===== src/rtl/fix_weighted_sum.sv =====
// fix_weighted_sum: multiplies N_CH unsigned fixed-point channels by
// compile-time coefficients through one shared multiplier (one channel per
// cycle), rounds/saturates the accumulated sum and hands it out over a
// valid/ready handshake.
//
// state | meaning
// ------+---------------------------------------------------------------
// IDLE  | ready for a new vector; capture data_i on in_valid_i
// MULT  | one multiply-accumulate per cycle, channel idx = 0..N_CH-1
// FINAL | round, shift out fraction, saturate, register the result
// HOLD  | result presented until out_valid_o & out_ready_i
module fix_weighted_sum #(
  parameter int                     N_CH      = 3,
  parameter int                     DATA_W    = 24,
  parameter int                     COEF_W    = 16,
  parameter int                     COEF_FRAC = 16,
  parameter logic [N_CH*COEF_W-1:0] COEFS     = {16'h1D2F, 16'h9646, 16'h4C8B},
  parameter bit                     ROUND     = 1'b1
) (
  input  logic                   clk_i_fix_wsum,
  input  logic                   rst_i_fix_wsum,
  input  logic                   in_valid_i,
  output logic                   in_ready_o,
  input  logic [N_CH*DATA_W-1:0] data_i,
  output logic                   out_valid_o,
  input  logic                   out_ready_i,
  output logic [DATA_W-1:0]      result_o,
  output logic                   sat_o,
  output logic                   busy_o
);

  localparam int IDX_W  = (N_CH > 1) ? $clog2(N_CH) : 1;
  localparam int PROD_W = DATA_W + COEF_W;
  // One spare bit on top of clog2(N_CH) so the sum of N_CH full-scale
  // products plus the rounding constant can never wrap.
  localparam int ACC_W  = PROD_W + $clog2(N_CH) + 1;
  localparam logic [ACC_W-1:0] RND  = ROUND ? (ACC_W'(1) << (COEF_FRAC - 1)) : '0;
  localparam logic [IDX_W-1:0] LAST = IDX_W'(N_CH - 1);

  typedef enum logic [1:0] {IDLE, MULT, FINAL, HOLD} state_t;

  state_t                 state;
  state_t                 state_next;
  logic [N_CH*DATA_W-1:0] data_q;
  logic [ACC_W-1:0]       acc;
  logic [IDX_W-1:0]       idx;
  logic [DATA_W-1:0]      result_q;
  logic                   sat_q;

  logic [DATA_W-1:0]      chan [N_CH];
  logic [COEF_W-1:0]      coef [N_CH];
  logic [PROD_W-1:0]      prod;
  logic [ACC_W-1:0]       rounded;
  logic [ACC_W-1:0]       shifted;
  logic                   over;

  for (genvar i = 0; i < N_CH; i++) begin : g_unpack
    assign chan[i] = data_q[i*DATA_W +: DATA_W];
    assign coef[i] = COEFS[i*COEF_W +: COEF_W];
  end

  assign prod    = {{COEF_W{1'b0}}, chan[idx]} * {{DATA_W{1'b0}}, coef[idx]};
  assign rounded = acc + RND;
  assign shifted = rounded >> COEF_FRAC;
  assign over    = |shifted[ACC_W-1:DATA_W];

  // State register.
  always_ff @(posedge clk_i_fix_wsum or posedge rst_i_fix_wsum) begin
    if (rst_i_fix_wsum) state <= IDLE;
    else                state <= state_next;
  end

  // Next-state logic; in_valid_i is only looked at in IDLE, out_ready_i only in HOLD.
  always_comb begin
    state_next = state;
    case (state)
      IDLE:    if (in_valid_i) state_next = MULT;
      MULT:    if (idx == LAST) state_next = FINAL;
      FINAL:   state_next = HOLD;
      HOLD:    if (out_ready_i) state_next = IDLE;
      default: state_next = IDLE;
    endcase
  end

  // Datapath: capture, multiply-accumulate, round/saturate into the result register.
  always_ff @(posedge clk_i_fix_wsum or posedge rst_i_fix_wsum) begin
    if (rst_i_fix_wsum) begin
      data_q   <= '0;
      acc      <= '0;
      idx      <= '0;
      result_q <= '0;
      sat_q    <= 1'b0;
    end else begin
      case (state)
        IDLE: begin
          if (in_valid_i) begin
            data_q <= data_i;
            acc    <= '0;
            idx    <= '0;
          end
        end
        MULT: begin
          acc <= acc + {{(ACC_W-PROD_W){1'b0}}, prod};
          idx <= (idx == LAST) ? '0 : idx + 1'b1;
        end
        FINAL: begin
          result_q <= over ? '1 : shifted[DATA_W-1:0];
          sat_q    <= over;
        end
        default: ;
      endcase
    end
  end

  assign in_ready_o  = (state == IDLE);
  assign busy_o      = (state == MULT) || (state == FINAL);
  assign out_valid_o = (state == HOLD);
  assign result_o    = result_q;
  assign sat_o       = sat_q;

endmodule


===== config.mk =====
export PLATFORM = sky130hd
export DESIGN_NAME = fix_weighted_sum
export DESIGN_NICKNAME = d
export VERILOG_FILES = /design/src/rtl/fix_weighted_sum.sv
export SDC_FILE = /design/constraint.sdc
export NUM_CORES = 1
export LEC_CHECK = 0
export BUFFER_PORTS_ARGS = -buffer_cell sky130_fd_sc_hd__buf_2
export CELL_PAD_IN_SITES_DETAIL_PLACEMENT = 2
export CELL_PAD_IN_SITES_GLOBAL_PLACEMENT = 2
export CORE_MARGIN = 4
export CORE_UTILIZATION = 40
export CTS_CLUSTER_DIAMETER = 100
export DETAILED_ROUTE_END_ITERATION = 10
export GPL_TIMING_DRIVEN = 1
export PLACE_DENSITY_LB_ADDON = 0.1
export SLEW_MARGIN = 20
export SYNTH_ARGS = -nofsm -noshare
export SYNTH_HDL_FRONTEND = slang
export SYNTH_SLANG_ARGS = --single-unit

===== constraint.sdc =====
create_clock -name clk_i_fix_wsum -period 13 [get_ports clk_i_fix_wsum]
set_input_delay 1.3 -clock clk_i_fix_wsum [delete_from_list [all_inputs] [get_ports clk_i_fix_wsum]]
set_output_delay 1.3 -clock clk_i_fix_wsum [all_outputs]
set_load 0.005 [all_outputs]

==> impl_metrics.env <==
export IMPL_drt_iter0_drc=501
export IMPL_grt_first_pass_wirelength_um=97400
export IMPL_ys_ff_latch=144
export IMPL_drc=0
export IMPL_die_h_um=224
export IMPL_crit_required_ns=13.38
export IMPL_synth_edf_count=0
export IMPL_antenna_found_initial=1
export IMPL_cts_num_sinks=144
export IMPL_grtUsageTotal_pct=25.9
export IMPL_area_delta_synth_final_pct=9.45
export IMPL_cts_root_buffer="clkbuf_16"
export IMPL_slew_headroom_pct=28.6
export IMPL_r2r_start="idx[1]$_DFFE_PP0P_"
export IMPL_syn_area_per_cell_um2=9.58
export IMPL_cp_slowest_cell="o21ai_0"
export IMPL_synthesis_area_um2=18600
export IMPL_hold_viol=0
export IMPL_synth_ff_type="dfrtp_1"
export IMPL_ys_seq_area_share_pct=19.4
export IMPL_r2r_slack_ns=4.70
export IMPL_start_util_pct=40.7
export IMPL_yosysWarnings=0
export IMPL_grt_remaining_overflow=0
export IMPL_cts_tree="yes"
export IMPL_dp_hpwl_um=53100
export IMPL_htreeDepth=4
export IMPL_stdcell_area_um2=20400
export IMPL_max_cap_violations=0
export IMPL_clkTransAtPathRegs_ns=0.08
export IMPL_cp_arrival_ns=8.68
export IMPL_r2r_cells=26
export IMPL_yosysTopAreaCell="fa_1"
export IMPL_dieArea_um2=50000
export IMPL_final_max_slew_viol_count=0
export IMPL_port_buffers=103
export IMPL_critPathLaunch="idx[1]$_DFFE_PP0P_"
export IMPL_core_area_um2=45700
export IMPL_reg2reg_to="acc[35]$_DFFE_PP0P_"
export IMPL_grt_max_degree=81
export IMPL_worst_pin_slew_ns=1.07
export IMPL_fin_worst_skew_ns=0.0204
export IMPL_end_kind="flop"
export IMPL_path_max_fanout=26
export IMPL_crit_top_cell="fa_1"
export IMPL_hp_class="reg2reg"
export IMPL_cts_buffers=17
export IMPL_ant_nets=0
export IMPL_setup_worst_path_end="acc[35]$_DFFE_PP0P_"
export IMPL_die_width_um=224
export IMPL_placed_cell_area_um2=19700
export IMPL_final_nets=2557
export IMPL_cts_buffer_depth=2
export IMPL_startpoint_type="flop"
export IMPL_status="completed"
export IMPL_grt_pass1_vias=16400
export IMPL_synth_cells=1942
export IMPL_tns_ns=0
export IMPL_layout_drive_gt1_share_pct=11.7
export IMPL_via_count=13700
export IMPL_critPathMaxStageDelay_ns=0.59
export IMPL_period_minus_slack_ns=8.30
export IMPL_finalSetupViolations=0
export IMPL_io_pins=104
export IMPL_rsz0062_at_grt="false"
export IMPL_synth_fp_nets=2476
export IMPL_insertion_delay_ns=0.49
export IMPL_fmax_mhz=120
export IMPL_detail_route_vias_per_cell=5.18
export IMPL_cts_setup_buffers=0
export IMPL_synth_top_area_share_pct=29.0
export IMPL_rows=78
export IMPL_postCtsResizedCells=0
export IMPL_hold_buffers=0
export IMPL_place_congestion=0.955
export IMPL_yosys_top_cells_area="fa_1 (29%), dfrtp_1 (19%), ha_1 (13%), inv_1 (9.2%), mux2_2 (4.4%)"
export IMPL_wl_um=62700
export IMPL_yosys_cell_types_count=66
export IMPL_crit_type="reg2reg"
export IMPL_wl_per_cell_um=23.8
export IMPL_finalCritPeriodShare_pct=63.9
export IMPL_ys_async_sr_fraction_pct=100
export IMPL_drtPass1Iterations=4
## critical path: cells and delay by family (launching register included)
| kind | cells | cell delay (ns) |
|---|---|---|
| AND/OR/NAND/NOR | 5 | 1.30 |
| buffers and inverters | 6 | 0.77 |
| flip-flops | 1 | 0.49 |
| adder cells (fa/ha/maj) | 7 | 3.49 |
| AO/OA/AOI/OAI | 6 | 1.73 |
| multiplexers | 2 | 0.37 |
## routing by layer
layer	vias up	global-route usage, %	wire, um
li1	6190	-	-
met5	-	0	0
met2	182	47.1	33300
met3	95	4.57	1910
met4	0	10.1	2620
met1	7197	30.3	24800
## flip-flops by register name, indices dropped and copies added (netlist names)
register / cells
result_o: 24
data_q: 72
state: 2
idx: 2
sat_o: 1
acc: 43
## worst min-delay path by stage
| stage | start | endpoint | slack, ns | cells past startpoint |
|---|---|---|---|---|
| after floorplan | acc[12]$_DFFE_PP0P_ | acc[12]$_DFFE_PP0P_ | 0.45 | 2 |
| after global placement | acc[12]$_DFFE_PP0P_ | acc[12]$_DFFE_PP0P_ | 0.47 | 2 |
| after detailed placement | acc[12]$_DFFE_PP0P_ | acc[12]$_DFFE_PP0P_ | 0.48 | 2 |
| after CTS | result_o[0]$_DFFE_PP0P_ | result_o[0]$_DFFE_PP0P_ | 0.50 | 1 |
| after global routing | data_q[10]$_DFFE_PP0P_ | data_q[10]$_DFFE_PP0P_ | 0.52 | 1 |
| final | sat_o$_DFFE_PP0P_ | sat_o$_DFFE_PP0P_ | 0.49 | 2 |
## cell type report
cell class	instances	area [um2]
diodes	1	2.50
clock buffers	18	439
clock inverters	14	178
fillers	4982	25300
inverters	457	1720
multi-input cells	1290	13100
flip-flops and latches	144	3600
well taps	600	751
repair buffers	113	591
## cells in the final DEF (no fill, tap or decap), drive strengths merged, types with 5 or more instances in the layout
master / synthesis / routed
inv: 456 / 461
fa: 269 / 269
ha: 189 / 189
dfrtp: 144 / 144
nand2: 140 / 140
buf: 8 / 113
nor2: 87 / 87
o21ai: 78 / 78
mux2: 72 / 72
and2: 67 / 67
a21oi: 67 / 67
xnor2: 55 / 55
xor2: 39 / 39
a21o: 31 / 31
mux2i: 27 / 27
nand3: 24 / 24
nor2b: 18 / 18
clkbuf: 43 / 18
nor3: 18 / 18
a31oi: 13 / 13
nand2b: 11 / 11
nand4: 10 / 10
and3: 10 / 10
a22o: 8 / 8
o21bai: 8 / 8
o22ai: 6 / 6
clkinv: 1 / 6
o21a: 5 / 5
## cell families after synthesis
kind of cell               Yosys count  synth area share, %
DFF                                144                 19.4
buffers and inverters              508                 10.5
xor gates and xnor gates            94                 4.43
AOI/OAI and AO/OA                  240                 7.93
and+or+nand+nor                    398                 10.2
adders and majority gates          459                 41.7
muxes                               99                 5.81
## cells in the mapped netlist (23+ instances only)
| cell | n |
|---|---|
| a21oi_1 | 65 |
| ha_1 | 189 |
| o21ai_0 | 58 |
| mux2_2 | 72 |
| a21o_1 | 31 |
| dfrtp_1 | 144 |
| nand2_1 | 140 |
| inv_1 | 455 |
| nand3_1 | 23 |
| xnor2_1 | 55 |
| nor2_1 | 87 |
| xor2_1 | 39 |
| mux2i_1 | 27 |
| clkbuf_1 | 41 |
| fa_1 | 269 |
| and2_1 | 66 |
## metrics by stage
step	util [%]	setup WS (ns)	cells	hold slack, ns
final	44.6	4.70	2637	0.493
after detailed placement	43.2	4.69	2604	0.484
after global placement	43.2	4.95	2604	0.466
after floorplan	-	5.31	1942	0.450
after CTS	44.5	4.64	2636	0.502
after global routing	44.6	4.31	2636	0.522
Power is left out: the tool's default activity adds up to more than one toggle a clock period on the data nets, which glitch-free logic cannot reach.
